`config.mk`:
```
export PLATFORM = sky130hd
export DESIGN_NAME = pwm_duty_meter
export DESIGN_NICKNAME = d
export VERILOG_FILES = /design/src/rtl/pwm_duty_meter.sv
export SDC_FILE = /design/constraint.sdc
export NUM_CORES = 1
export LEC_CHECK = 0
export BUFFER_PORTS_ARGS = -buffer_cell sky130_fd_sc_hd__buf_2
export CAP_MARGIN = 10
export CORE_MARGIN = 10
export CORE_UTILIZATION = 30
export CTS_BUF_LIST = sky130_fd_sc_hd__clkbuf_8 sky130_fd_sc_hd__clkbuf_16
export DETAILED_ROUTE_END_ITERATION = 10
export SKIP_CTS_REPAIR_TIMING = 1
export SYNTH_ARGS = -nofsm -noshare
export SYNTH_HDL_FRONTEND = slang
export SYNTH_SLANG_ARGS = --single-unit
```
`constraint.sdc`:
```
create_clock -name clk -period 10.87 [get_ports clk]
set_input_delay 1.087 -clock clk [delete_from_list [all_inputs] [get_ports clk]]
set_output_delay 1.087 -clock clk [all_outputs]
set_load 0.005 [all_outputs]
```
`src/rtl/pwm_duty_meter.sv`:
```
// pwm_duty_meter
//   Monitors a PWM waveform. For every full period it reports the high time,
//   the period length (both in clk cycles) and floor(high*100/period).
//   pwm_in is synchronised internally. The percentage comes from a 7-step
//   restoring divider.
//
// Ports
//   clk        in   1      system clock, posedge
//   rst        in   1      asynchronous, active-high reset
//   enable     in   1      1 = measure; 0 = abort and re-arm (outputs hold)
//   pwm_in     in   1      PWM input, asynchronous to clk
//   high_cnt   out  CNT_W  high cycles in the last measured period
//   period_cnt out  CNT_W  cycles between the last two rising edges
//   duty_pct   out  7      floor(high_cnt*100/period_cnt)
//   meas_valid out  1      1-cycle pulse, the three results just updated
//   overrun    out  1      1-cycle pulse, a capture was dropped (divider busy)
//   ovf        out  1      sticky counter saturation, cleared by meas_valid
module pwm_duty_meter #(
  parameter int CNT_W       = 16,
  parameter int SYNC_STAGES = 2
) (
  input  logic             clk,
  input  logic             rst,
  input  logic             enable,
  input  logic             pwm_in,
  output logic [CNT_W-1:0] high_cnt,
  output logic [CNT_W-1:0] period_cnt,
  output logic [6:0]       duty_pct,
  output logic             meas_valid,
  output logic             overrun,
  output logic             ovf
);

  localparam int NUM_W = CNT_W + 7;
  localparam logic [CNT_W-1:0] CNT_MAX = '1;

  typedef enum logic {IDLE, RUN} state_t;

  state_t                 state_q, state_d;
  logic [SYNC_STAGES-1:0] sync_q;
  logic                   s_d_q;
  logic                   s, rise;
  logic [CNT_W-1:0]       per_acc_q, per_acc_d, hi_acc_q, hi_acc_d;
  logic [NUM_W-1:0]       rem_q, rem_d, dsh_q, dsh_d;
  logic [6:0]             quo_q, quo_d;
  logic [2:0]             cnt_q, cnt_d;
  logic [CNT_W-1:0]       div_hi_q, div_hi_d, div_per_q, div_per_d;
  logic [CNT_W-1:0]       res_hi_q, res_hi_d, res_per_q, res_per_d;
  logic [6:0]             res_pct_q, res_pct_d;
  logic                   done_q, done_d;
  logic [CNT_W-1:0]       high_cnt_q, high_cnt_d, period_cnt_q, period_cnt_d;
  logic [6:0]             duty_pct_q, duty_pct_d;
  logic                   meas_valid_q, meas_valid_d, overrun_q, overrun_d;
  logic                   ovf_q, ovf_d;

  assign s    = sync_q[SYNC_STAGES-1];
  assign rise = s & ~s_d_q;

  always_comb begin
    state_d      = state_q;
    per_acc_d    = per_acc_q;
    hi_acc_d     = hi_acc_q;
    rem_d        = rem_q;
    dsh_d        = dsh_q;
    quo_d        = quo_q;
    cnt_d        = cnt_q;
    div_hi_d     = div_hi_q;
    div_per_d    = div_per_q;
    res_hi_d     = res_hi_q;
    res_per_d    = res_per_q;
    res_pct_d    = res_pct_q;
    done_d       = 1'b0;
    high_cnt_d   = high_cnt_q;
    period_cnt_d = period_cnt_q;
    duty_pct_d   = duty_pct_q;
    meas_valid_d = 1'b0;
    overrun_d    = 1'b0;
    ovf_d        = ovf_q;

    if (!enable) begin
      state_d   = IDLE;
      per_acc_d = '0;
      hi_acc_d  = '0;
      cnt_d     = '0;
    end else begin
      // Restoring division against the divisor pre-shifted by 6. The quotient
      // never exceeds 100 because hi <= per, so 7 quotient bits are enough.
      if (cnt_q != 3'd0) begin
        if (rem_q >= dsh_q) begin
          rem_d = rem_q - dsh_q;
          quo_d = {quo_q[5:0], 1'b1};
        end else begin
          quo_d = {quo_q[5:0], 1'b0};
        end
        dsh_d = dsh_q >> 1;
        cnt_d = cnt_q - 3'd1;
        // The result is staged on the last step, so a capture in this same
        // cycle can reload the working registers without losing it.
        if (cnt_q == 3'd1) begin
          res_pct_d = quo_d;
          res_hi_d  = div_hi_q;
          res_per_d = div_per_q;
          done_d    = 1'b1;
        end
      end

      if (done_q) begin
        high_cnt_d   = res_hi_q;
        period_cnt_d = res_per_q;
        duty_pct_d   = res_pct_q;
        meas_valid_d = 1'b1;
        ovf_d        = 1'b0;
      end

      case (state_q)
        IDLE: begin
          if (rise) begin
            state_d   = RUN;
            per_acc_d = CNT_W'(1);
            hi_acc_d  = CNT_W'(1);
          end
        end
        RUN: begin
          if (rise) begin
            // The rise cycle is the first high cycle of the next period.
            per_acc_d = CNT_W'(1);
            hi_acc_d  = CNT_W'(1);
            // A saturated period is meaningless and is silently discarded.
            if (per_acc_q != CNT_MAX) begin
              if (cnt_q > 3'd1) begin
                overrun_d = 1'b1;
              end else begin
                rem_d     = NUM_W'(hi_acc_q) * NUM_W'(7'd100);
                dsh_d     = {1'b0, per_acc_q, 6'b0};
                quo_d     = '0;
                cnt_d     = 3'd7;
                div_hi_d  = hi_acc_q;
                div_per_d = per_acc_q;
              end
            end
          end else begin
            if (per_acc_q == CNT_MAX) ovf_d = 1'b1;
            else                      per_acc_d = per_acc_q + CNT_W'(1);
            if (s) begin
              if (hi_acc_q == CNT_MAX) ovf_d = 1'b1;
              else                     hi_acc_d = hi_acc_q + CNT_W'(1);
            end
          end
        end
        default: state_d = IDLE;
      endcase
    end
  end

  always_ff @(posedge clk or posedge rst) begin
    if (rst) begin
      state_q      <= IDLE;
      sync_q       <= '0;
      s_d_q        <= 1'b0;
      per_acc_q    <= '0;
      hi_acc_q     <= '0;
      rem_q        <= '0;
      dsh_q        <= '0;
      quo_q        <= '0;
      cnt_q        <= '0;
      div_hi_q     <= '0;
      div_per_q    <= '0;
      res_hi_q     <= '0;
      res_per_q    <= '0;
      res_pct_q    <= '0;
      done_q       <= 1'b0;
      high_cnt_q   <= '0;
      period_cnt_q <= '0;
      duty_pct_q   <= '0;
      meas_valid_q <= 1'b0;
      overrun_q    <= 1'b0;
      ovf_q        <= 1'b0;
    end else begin
      state_q      <= state_d;
      sync_q       <= {sync_q[SYNC_STAGES-2:0], pwm_in};
      s_d_q        <= s;
      per_acc_q    <= per_acc_d;
      hi_acc_q     <= hi_acc_d;
      rem_q        <= rem_d;
      dsh_q        <= dsh_d;
      quo_q        <= quo_d;
      cnt_q        <= cnt_d;
      div_hi_q     <= div_hi_d;
      div_per_q    <= div_per_d;
      res_hi_q     <= res_hi_d;
      res_per_q    <= res_per_d;
      res_pct_q    <= res_pct_d;
      done_q       <= done_d;
      high_cnt_q   <= high_cnt_d;
      period_cnt_q <= period_cnt_d;
      duty_pct_q   <= duty_pct_d;
      meas_valid_q <= meas_valid_d;
      overrun_q    <= overrun_d;
      ovf_q        <= ovf_d;
    end
  end

  assign high_cnt   = high_cnt_q;
  assign period_cnt = period_cnt_q;
  assign duty_pct   = duty_pct_q;
  assign meas_valid = meas_valid_q;
  assign overrun    = overrun_q;
  assign ovf        = ovf_q;

endmodule

```
==> metrics.cfg <==
[floorplan]
die-area_um2 = 44400
initial_utilization_pct = 30.5
rows = 69
die_w_um = 211
die_y_um = 211
pin_count = 46
fp.coreArea_um2 = 35700

[routing]
post-route-drc-count = 0
vias = 7559
detail_route.wl_per_cell_um = 15.6
drt-initial-drc-count = 489
viasPerCell = 4.85
dr.pass1.iters = 7
drt-total-wl_um = 24200
detail-route-antenna-nets = 0

[clocking]
cts_max_level = 1
tritoncts = built
ctsRootBufferMaster = clkbuf_16
cts_buffer_depth = 3
clock-sinks = 205
clock_latency_ps = 510
cts.reportedPaths.clkPinSlew_ps = 60
numCtsBuffers = 22

[sta]
fin_crit_ps = 3810
tightest_slew_ps = 1030
max_freq_mhz = 262
max_slew_margin_pct = 31.3
fin_crit_sh_pct = 35.1
slew_viol_final = 0
rsz0062_at_grt = false
hold_viol_final = 0
tns_ps = 0
setup_violations = 0
clock_skew_ps = 20.1

[setup_path]
cp_top_family = compound AO/OA/AOI/OAI gates
crit_path_start_kind = flip-flop
cp_num_buf_inv = 2
cp-end-kind = flip-flop
path_class = reg2reg
worst-endpoint-required_ps = 11210
worst-path-max-fanout = 5
path_cells = ha_1 > ha_1 > inv_1 > fa_1 > inv_1 > ha_1 > a21oi_1 > o211ai_1 > a41oi_1 > o21ai_0 > a2111o_1 > a31oi_1 > a211oi_1
reg2reg_depth = 13
cp_slowest_stage_delay_ps = 500
path_depth = 13
arrival_ps = 4150
slowest_stage = fa_1
crit_top_cell = ha_1

[grt]
antenna_found_initial = 0
overflow = 0
grt_max_degree = 126
grt_pass1_wl_um = 41200
grt_pass1_vias = 7846
grt.total_usage_pct = 11.0

[cells_and_area]
drive_gt1_share_pct = 16.4
areaGrowthSynthToFinish_pct = 13.9
antennaDiodeCount = 0
register_area_um2 = 5130
stdcell_area_um2 = 12400
multiInputGateArea_um2 = 5260
layout.nets = 1176
n_fill_cell = 3594

[logic_synthesis]
ys_types = 59
postSynth.asyncResetShare_pct = 100
post-synth-top-count-cell = dfrtp_1
synth.top_cells.by_area = dfrtp_1, ha_1, mux2_2, nand2_1, inv_1
yosys.area_share.simple_pct = 12.2
synth_xor_area_share_pct = 4.74
synth_top_area_share_pct = 47.0
synthTopCellsByCount = dfrtp_1, nand2_1, inv_1
syn-num-nets = 1139
synthAdderAreaFrac_pct = 11.4
synthMuxAreaShare_pct = 8.22
synth_compound_area_share_pct = 11.6
synthCells = 1043
synth_edf_count = 0
synth_seq_cells = 205
yosysTopAreaCell = dfrtp_1
seq_area_frac_synth_pct = 47.0
yosysWarnings = 0
synth_area_um2 = 10900
synth_top_family_by_area = simple AND/OR/NAND/NOR gates
avgSynthCellArea_um2 = 10.5
ys.flop_type = dfrtp_1

[power]
p_leak_uw = 0.00630
p_sw_uw = 795
p_sw_share_pct = 32.2
power.share.clock_pct = 33.7
power.density_nw_per_um2 = 199
p_seq_share_pct = 36.9
internal_power_uw = 1670
finalPower_uw = 2470
p_comb_share_pct = 29.4
ir_drop_v = 0.000110

[placed_design]
gp_congestion = 0.863
place_area_um2 = 11600
post-dp-hpwl_um = 17100
portBuffers = 45

[min_path]
whs_path_depth = 0
hold_class = reg2reg

[status]
run_status = finished clean

[run]
max-cap-violations = 0

## layout make-up
class	instances	area share [%]
multi-input combinational	704	42.4
sequential	205	41.3
clock buffer	26	4.96
tap	461	4.64
inverter	96	2.96
timing repair buffer	51	2.18
clock inverter	14	1.60
## power groups by stage
stage | Clock (uW) | Combinational [uW] | Sequential (uW)
floorplan | 0 | 560 | 908
global placement | 0 | 715 | 924
detailed placement | 0 | 721 | 925
CTS | 853 | 724 | 912
global route | 883 | 811 | 924
finish | 832 | 725 | 912
## path summary, 6_finish.rpt
path	from	to	slack, ps
worst max-delay path	hi_acc_q[4]	rem_q[20]	7060
worst min-delay path	sync_q[0]	sync_q[1]	380
worst max register to register	hi_acc_q[4]	rem_q[20]	7060
worst min register to register	sync_q[0]	sync_q[1]	380
max in group asynchronous	rst	dsh_q[8]	8520
min in group asynchronous	rst	high_cnt[15]	760
## registers in the layout (all words and copies together) (netlist names), 6 cells and up
register	count
dsh_q	23
rem_q	23
div_hi_q	16
div_per_q	16
hi_acc_q	16
high_cnt	16
per_acc_q	16
period_cnt	16
res_hi_q	16
res_per_q	16
duty_pct	7
res_pct_q	7
quo_q	6
## stage by stage
| step | utilization (%) | hold slack [ps] | setup WS [ps] | cells |
|---|---|---|---|---|
| global route | 34.8 | 392 | 6800 | 1557 |
| CTS | 34.8 | 380 | 7050 | 1557 |
| finish | 34.8 | 379 | 7060 | 1557 |
| detailed placement | 32.5 | 346 | 7060 | 1517 |
| floorplan | - | 331 | 4190 | 1043 |
| global placement | 32.5 | 346 | 7150 | 1517 |
## cell families after synthesis
group	after synthesis
simple gates	289
xor+xnor	59
mux	80
fa+ha+maj	92
compound gates	184
flops	205
buf+inv	134
## layer usage
layer,GRT usage (%),routed length (um),vias to the layer above
met4,3.07,479,0
met3,1.14,776,35
met5,0,0,-
met1,14.4,11400,3729
met2,18.7,11600,107
li1,-,-,3688
## placed cells by master (no fill, tap or decap), types with 6 or more instances in the layout
| master | Yosys | routed |
|---|---|---|
| a31oi_1 | 6 | 6 |
| nor3_1 | 10 | 10 |
| nand2_1 | 132 | 131 |
| o211ai_1 | 7 | 7 |
| o21a_1 | 10 | 10 |
| nand2b_1 | 9 | 9 |
| a22o_1 | 11 | 11 |
| xnor2_1 | 32 | 32 |
| nor2_1 | 65 | 65 |
| nand4_1 | 11 | 11 |
| a21o_1 | 10 | 10 |
| buf_2 | 9 | 45 |
| xor2_1 | 27 | 27 |
| clkbuf_16 | 0 | 23 |
| ha_1 | 80 | 80 |
| dfrtp_1 | 205 | 205 |
| a21oi_1 | 37 | 37 |
| inv_1 | 96 | 99 |
| a222oi_1 | 16 | 16 |
| and3_1 | 17 | 16 |
| buf_4 | 0 | 6 |
| o21ai_0 | 34 | 33 |
| and2_1 | 5 | 6 |
| nand3_1 | 13 | 13 |
| o22ai_1 | 13 | 13 |
| fa_1 | 12 | 12 |
| mux2_2 | 77 | 77 |
No activity file was read; power rests on OpenSTA's default activity.
